[config.mk]
export PLATFORM = sky130hd
export DESIGN_NAME = spi_slave_aes_port
export DESIGN_NICKNAME = d
export VERILOG_FILES = /design/src/rtl/spi_slave_aes_port.sv
export SDC_FILE = /design/constraint.sdc
export NUM_CORES = 1
export LEC_CHECK = 0
export ABC_AREA = 1
export ABC_CLOCK_PERIOD_IN_PS = 1570
export BUFFER_PORTS_ARGS = -buffer_cell sky130_fd_sc_hd__buf_2
export CAP_MARGIN = 15
export CELL_PAD_IN_SITES_DETAIL_PLACEMENT = 2
export CELL_PAD_IN_SITES_GLOBAL_PLACEMENT = 2
export CORE_UTILIZATION = 32
export CTS_CLUSTER_SIZE = 28
export DETAILED_ROUTE_END_ITERATION = 16
export PLACE_DENSITY_LB_ADDON = 0.1
export SETUP_SLACK_MARGIN = 0.15
export SYNTH_ARGS = -nofsm -noshare
export SYNTH_HDL_FRONTEND = slang
export SYNTH_SLANG_ARGS = --single-unit
[constraint.sdc]
create_clock -name clk_i -period 1.57 [get_ports clk_i]
set_input_delay 0.0785 -clock clk_i [delete_from_list [all_inputs] [get_ports clk_i]]
set_output_delay 0.0785 -clock clk_i [all_outputs]
set_load 0.02 [all_outputs]
[src/rtl/spi_slave_aes_port.sv]
// spi_slave_aes_port: SPI mode-0 slave (MSB first) that receives a block and key,
// starts an AES core, holds its result and shifts it back out on the next frame.
// Optional feature macro: SPI_SLAVE_OPCODE_EN (8-bit opcode prefix, core_decrypt_o output).
module spi_slave_aes_port #(
    parameter int Nk          = 4,
    parameter int SYNC_STAGES = 2
) (
    input  logic                 clk_i,
    input  logic                 rst_ni,
    input  logic                 sclk_i,
    input  logic                 cs_n_i,
    input  logic                 mosi_i,
    output logic                 miso_o,
    output logic [127:0]         core_data_o,
    output logic [Nk*32-1:0]     core_key_o,
    output logic                 core_start_o,
    input  logic                 core_done_i,
    input  logic [127:0]         core_result_i,
    output logic                 busy_o,
    output logic                 result_valid_o,
`ifdef SPI_SLAVE_OPCODE_EN
    output logic                 frame_err_o,
    output logic                 core_decrypt_o
`else
    output logic                 frame_err_o
`endif
);

    localparam int KEY_BITS = Nk * 32;
`ifdef SPI_SLAVE_OPCODE_EN
    localparam int OP_BITS = 8;
`else
    localparam int OP_BITS = 0;
`endif
    localparam int         FRAME_BITS = 128 + KEY_BITS + OP_BITS;
    localparam logic [8:0] FRAME_CNT  = 9'(FRAME_BITS);

    typedef enum logic [1:0] {
        IDLE  = 2'd0,
        RECV  = 2'd1,
        START = 2'd2,
        BUSY  = 2'd3
    } state_t;

    // One extra flop on sclk/cs_n holds the previous synced sample for edge detection.
    logic [SYNC_STAGES:0]   sclk_sync_q;
    logic [SYNC_STAGES:0]   cs_sync_q;
    logic [SYNC_STAGES-1:0] mosi_sync_q;

    logic sclk_rise, sclk_fall, cs_fall, cs_rise, mosi_s, opcode_ok;

    state_t                  state_q, state_d;
    logic [8:0]              cnt_q, cnt_d;
    logic [FRAME_BITS-1:0]   rx_q, rx_d;
    logic [127:0]            tx_q, tx_d;
    logic [127:0]            result_q, result_d;
    logic                    result_valid_q, result_valid_d;
    logic                    reject_q, reject_d;
    logic                    frame_err_q, frame_err_d;
    logic [127:0]            core_data_q, core_data_d;
    logic [KEY_BITS-1:0]     core_key_q, core_key_d;
`ifdef SPI_SLAVE_OPCODE_EN
    logic                    decrypt_q, decrypt_d;
`endif

    // Synchronise the SPI pins into the clk domain.
    always_ff @(posedge clk_i or negedge rst_ni) begin
        if (!rst_ni) begin
            sclk_sync_q <= '0;
            cs_sync_q   <= '1;
            mosi_sync_q <= '0;
        end else begin
            sclk_sync_q <= {sclk_sync_q[SYNC_STAGES-1:0], sclk_i};
            cs_sync_q   <= {cs_sync_q[SYNC_STAGES-1:0], cs_n_i};
            mosi_sync_q <= {mosi_sync_q[SYNC_STAGES-2:0], mosi_i};
        end
    end

    assign sclk_rise = sclk_sync_q[SYNC_STAGES-1] & ~sclk_sync_q[SYNC_STAGES];
    assign sclk_fall = ~sclk_sync_q[SYNC_STAGES-1] & sclk_sync_q[SYNC_STAGES];
    assign cs_fall   = ~cs_sync_q[SYNC_STAGES-1] & cs_sync_q[SYNC_STAGES];
    assign cs_rise   = cs_sync_q[SYNC_STAGES-1] & ~cs_sync_q[SYNC_STAGES];
    assign mosi_s    = mosi_sync_q[SYNC_STAGES-1];

`ifdef SPI_SLAVE_OPCODE_EN
    assign opcode_ok = (rx_q[FRAME_BITS-1 -: 7] == 7'd0);
`else
    assign opcode_ok = 1'b1;
`endif

    // Frame FSM next-state and datapath updates.
    always_comb begin
        state_d        = state_q;
        cnt_d          = cnt_q;
        rx_d           = rx_q;
        tx_d           = tx_q;
        result_d       = result_q;
        result_valid_d = result_valid_q;
        reject_d       = reject_q;
        frame_err_d    = 1'b0;
        core_data_d    = core_data_q;
        core_key_d     = core_key_q;
`ifdef SPI_SLAVE_OPCODE_EN
        decrypt_d      = decrypt_q;
`endif
        // A frame opened while the core was busy is silently ignored until its cs_n rise.
        if (reject_q && cs_rise) begin
            reject_d    = 1'b0;
            frame_err_d = 1'b1;
        end
        case (state_q)
            IDLE: begin
                if (cs_fall && !reject_q) begin
                    state_d = RECV;
                    cnt_d   = '0;
                    rx_d    = '0;
                    tx_d    = result_valid_q ? result_q : '0;
                end
            end
            RECV: begin
                if (sclk_rise && cnt_q != FRAME_CNT) begin
                    rx_d  = {rx_q[FRAME_BITS-2:0], mosi_s};
                    cnt_d = cnt_q + 9'd1;
                end
                if (sclk_fall) begin
                    tx_d = {tx_q[126:0], 1'b0};
                end
                if (cs_rise) begin
                    if (cnt_q == FRAME_CNT && opcode_ok) begin
                        // Operands are latched on entry so they are stable during the start pulse.
                        state_d        = START;
                        result_valid_d = 1'b0;
                        core_data_d    = rx_q[KEY_BITS +: 128];
                        core_key_d     = rx_q[KEY_BITS-1:0];
`ifdef SPI_SLAVE_OPCODE_EN
                        decrypt_d      = rx_q[FRAME_BITS-8];
`endif
                    end else begin
                        state_d     = IDLE;
                        frame_err_d = 1'b1;
                    end
                end
            end
            START: begin
                state_d = BUSY;
                if (cs_fall) reject_d = 1'b1;
            end
            BUSY: begin
                // Capture wins over a frame opening in the same cycle; that frame is rejected.
                if (core_done_i) begin
                    result_d       = core_result_i;
                    result_valid_d = 1'b1;
                    state_d        = IDLE;
                end
                if (cs_fall) reject_d = 1'b1;
            end
            default: state_d = IDLE;
        endcase
    end

    // State and datapath registers.
    always_ff @(posedge clk_i or negedge rst_ni) begin
        if (!rst_ni) begin
            state_q        <= IDLE;
            cnt_q          <= '0;
            rx_q           <= '0;
            tx_q           <= '0;
            result_q       <= '0;
            result_valid_q <= 1'b0;
            reject_q       <= 1'b0;
            frame_err_q    <= 1'b0;
            core_data_q    <= '0;
            core_key_q     <= '0;
        end else begin
            state_q        <= state_d;
            cnt_q          <= cnt_d;
            rx_q           <= rx_d;
            tx_q           <= tx_d;
            result_q       <= result_d;
            result_valid_q <= result_valid_d;
            reject_q       <= reject_d;
            frame_err_q    <= frame_err_d;
            core_data_q    <= core_data_d;
            core_key_q     <= core_key_d;
        end
    end

`ifdef SPI_SLAVE_OPCODE_EN
    // Decrypt select, held from one START to the next.
    always_ff @(posedge clk_i or negedge rst_ni) begin
        if (!rst_ni) decrypt_q <= 1'b0;
        else         decrypt_q <= decrypt_d;
    end
    assign core_decrypt_o = decrypt_q;
`endif

    assign miso_o         = (state_q == RECV) && (cnt_q != FRAME_CNT) && tx_q[127];
    assign core_data_o    = core_data_q;
    assign core_key_o     = core_key_q;
    assign core_start_o   = (state_q == START);
    assign busy_o         = (state_q == START) || (state_q == BUSY);
    assign result_valid_o = result_valid_q;
    assign frame_err_o    = frame_err_q;

endmodule

==> run summary <==
Setup repair after global routing could not meet its margin everywhere. In this run the most used layer during global routing was met2. In this run the cell area of the synthesized design comes to between 0.03 and 0.04 mm². The initial utilization of the core area, before any placement, comes to 0.325. The count of endpoints failing hold in the final timing report came out at 0. The most area-hungry cell type in the Yosys netlist is dfrtp_1. The post-route minimum period is 2.00 ns. The adder-cell share of the synthesized area is 0.000805. Across the VDD grid, the largest voltage drop is a little under 800 µV.

In this run the tool buffered the top-level ports with 394 buffer cells. The global routing met2 resource utilization is 0.394. Of the cells placed in the final design, the portion with a size suffix greater than 1 is 0.243.

The max-capacitance violation count came out at 0. The finished layout holds around 5.5k standard cells, fillers aside. The total design power is ~73 mW. The final-report max-slew violation count was 0. The x dimension of the die is ~310 µm. The sequential group share of total power came out at 0.354.

The via count of the first global-routing pass came to between 30k and 40k. For this run, the register share of the synthesized area comes to 0.636. For the final routed database, the setup TNS stands at -193.35 ns.

For this design the static power due to leakage is 23.5 nW. Derived from the worst setup path, the maximum achievable clock frequency is 500 MHz. Synthesis produced a netlist whose cell count is about 3.4k.

The cell depth of the worst flop-to-flop path is 14. The routed length per instance is around 22 µm. The number of routed nets with antenna violations is 0. The multiplexer area fraction after synthesis is 0. The worst hold path passes through 2 cells. The number of nets in the synthesized netlist is 3,579. The first element of the critical path is cnt_q[0]$_DFFE_PN0P_.

The leftover overflow at the end of global routing is 0. The die area is ~0.1 mm². The synthesized flop and latch total came out at slightly below 800. The tightest hold margin came out at around 0.079 ns. The initial antenna violation count came out at 2.

Of the total synthesized cell area, the portion taken by AND, OR, NAND and NOR gates is 0.271. The headroom to the max-slew limit came out at 0.664. The area added between synthesis and finish came out at 40.3%. The worst setup path is captured at a flip-flop. After synthesis, the cell types taking the most area are dfrtp_1 63%, nand2_1 22%, nand3_1 4.3%, a22oi_1 3.1%, buf_2 2.0%. After clock tree synthesis, the clock-pin slew on the worst setup and hold paths is roughly 0.060 ns. The combinational family with the most area after synthesis is simple AND/OR/NAND/NOR gates. The count of synthesis-stage warnings from yosys is 0. The number of library cell types mapped by synthesis is 27. For this run, design rule violations remaining after detail routing come to 0.

Counting both buffers and inverters, the worst setup path holds a total of 6. The number of H-tree levels came out at 3. The number of buffers inserted during clock tree synthesis came out at 89. The share of total power dissipated in combinational logic is 0.352. Between clock sinks in the finished design, the worst skew comes to ~0.026 ns. The proportion of power drawn by the clock network came out at 0.294.

The y dimension of the die is approximately 310 µm. The routability-driven placement congestion ratio came out at 0.756. The checks that failed: negative setup slack.

The pin count of the biggest net entering global routing came out at between 80 and 90. TritonCTS built the clock tree. Summed over all layers, the routed wires come to around 120 mm.

For this block, the initial DRC count from the detailed router was 1,503. STA classifies the critical path startpoint as a flip-flop. The number of placed instances, taps included, is 5,092.

The slowest stage of the critical path is the dfrtp_1 cell. The internal power consumption came out at between 40 and 50 mW. The top flip-flop cell by instance count after synthesis is dfrtp_1. The run finished, with violations left. The fraction of power spent switching nets came out at 0.342.

The total number of cells along the worst setup path came out at 14. In this run the power spent charging and discharging nets is ~25 mW. Of all nets on the critical path, the largest fanout is 14.

STA puts the critical path data required time at ~2.2 ns. Broken down by cell family, the worst path's largest delay share belongs to buffers and inverters. The number of setup violations in the final report came out at 688. The cell that appears most often on the critical path is buf_12.

For this run, global-route usage on met3 was measured as 0.0271. The total routing usage reported by global routing came out at 0.225. The row count came out at 113. In this run the worst setup path terminates at rx_q[214]$_DFFE_PN0P_. On the worst path, the slowest cell contributes a delay of between 0.3 and 0.4 ns. The total iterations of the first detailed-routing run is 5. The share of the clock period used by the worst path after layout is 1.27. Ranked by instance count, the synthesized netlist is headed by 1,848 x nand2_1, 787 x dfrtp_1, 266 x nand3_1. The power density relative to cell area came out at around 1700 mW/mm². The flop-to-flop setup slack came out at -0.43 ns. The area fraction in compound gates after synthesis came out at 0.0525. The area share of the largest cell type after synthesis is 0.634. The synthesized-area fraction occupied by xor and xnor cells came out at 0.000564.

nand2_1 is the most common cell in the netlist. The type of the tightest min-delay check is input pin to flip-flop. The core box area is roughly 0.096 mm². In the routed layout, each cell is associated on average with a via count of between 4 and 5.

The number of sinks handled by clock tree synthesis is slightly below 800. The post-synthesis average cell area came out at 9.03 µm². The I/O pin total came out at 395. The data arrival time of the worst path came out at around 2.6 ns. The least setup slack across all paths after layout came out at -0.429 ns. The final layout contains between 4k and 5k nets. The fraction of synthesis flops using an asynchronous set or reset pin is 1.00.

The category of the critical setup timing path is flip-flop to flip-flop. The worst register-to-register path begins at cnt_q[0]$_DFFE_PN0P_. The tree is rooted in a clkbuf_16. Once detailed placement completed, the half-perimeter wirelength came to between 60 and 70 mm. The met1 track demand over resource in global routing is 0.289.

The wire length of the first global-routing pass came out at around 170 mm. In this run the deepest clock path goes through 3 buffers. The pin slew with the least headroom to its limit came out at between 0.5 and 0.6 ns. The critical path goes through inv_2, ha_4, nand2_4, nor2_4, nand2_4, nand2_8, buf_6, buf_12, nor2_4, buf_12, buf_8, buf_12, nand2_1, nand2_1. The clock latency at the later pin of the worst-skew pair is approximately 0.67 ns. The routed layout has about 27k vias.

Once layout is complete, the utilization of the core stands at 0.456. The synthesized design contains 0 enable-type register cells. The critical register-to-register path endpoint is rx_q[214]$_DFFE_PN0P_.
## worst register-to-register path: cells and delay by family, from the launching register on
family | cells | cell delay [ns]
AND/OR/NAND/NOR | 7 | 0.64
buffers and inverters | 6 | 0.79
adder cells (fa/ha/maj) | 1 | 0.16
flip-flops | 1 | 0.36
## cells by family (layout without fill, tap and decap cells)
group | count (synthesis) | after routing
XOR/XNOR | 2 | 2
flip-flops | 790 | 790
buffers and inverters | 245 | 1014
adder cells (fa/ha/maj) | 2 | 2
AND/OR/NAND/NOR | 2143 | 2145
AO/OA/AOI/OAI | 261 | 261
other | 0 | 1
## sequential cells by signal, indices dropped and copies added (netlist names), named ones only
register / count
core_key_o: 128
state_q: 1
cnt_q: 9
result_q: 128
frame_err_o: 1
mosi_sync_q: 2
result_valid_o: 1
sclk_sync_q: 3
reject_q: 1
tx_q: 128
rx_q: 256
core_data_o: 128
cs_sync_q: 3
## worst min path at each step
| stage | start | endpoint |
|---|---|---|
| floorplan | rst_ni | async pin |
| CTS | mosi_i | mosi_sync_q[0]$_DFF_PN0_ |
| finish | mosi_i | mosi_sync_q[0]$_DFF_PN0_ |
| global route | mosi_i | mosi_sync_q[0]$_DFF_PN0_ |
| global placement | rst_ni | core_key_o[50]$_DFFE_PN0P_ |
| detailed placement | rst_ni | core_key_o[50]$_DFFE_PN0P_ |
## layout make-up
cell class              instances  area [µm²]
well taps                    1265        1580
flip-flops and latches        790       19800
multi-input cells            2410       11100
diodes                          1        2.50
clock buffers                 135        2690
fillers                     10100       52000
repair buffers                841        8100
clock inverters                19         282
inverters                      19        73.8
## per-layer routing
metal	up-vias	part of all wire
met2	482	0.52
met5	-	0
met4	0	0.028
met3	178	0.031
met1	14100	0.42
li1	12300	-
## power by group through the flow
stage	Clock, mW	Sequential (mW)	Combinational [mW]
after floorplan	0	25.5	10.8
after global placement	0	25.9	18.4
after detailed placement	0	26.1	19.2
after CTS	22.0	25.8	22.4
after global routing	22.8	26.2	27.7
final	21.5	25.8	25.7
## cell usage in the layout, fill, tap and decap left out, types with 19 or more instances in the layout
cell type	instances
nand3_1	182
dlygate4sd3_1	132
nand2_1	1773
nand2_4	26
o21ai_1	39
dfrtp_1	787
o21ai_0	90
buf_12	102
nand2_2	51
clkbuf_1	23
nand3_2	65
clkbuf_16	130
nand3_4	19
a22oi_1	127
buf_2	392
buf_4	134
## stage by stage
step | worst slack, ns | instance area (µm²)
after floorplan | 0.0156 | 31300
after global placement | -0.238 | 36200
after detailed placement | -0.315 | 36200
after CTS | -0.455 | 41500
after global routing | -0.504 | 43600
final | -0.429 | 43600
## timing repair
item | 4_1_cts | 5_1_grt
pin swaps | 30 | 79
gates cloned | 12 | 44
hold endpoints to repair | 644 | 0
resized for setup | 91 | 209
hold buffers | 133 | 0
buffers inserted | 23 | 21
setup endpoints to repair | 788 | 787
Power figures use the tool's default switching activity.
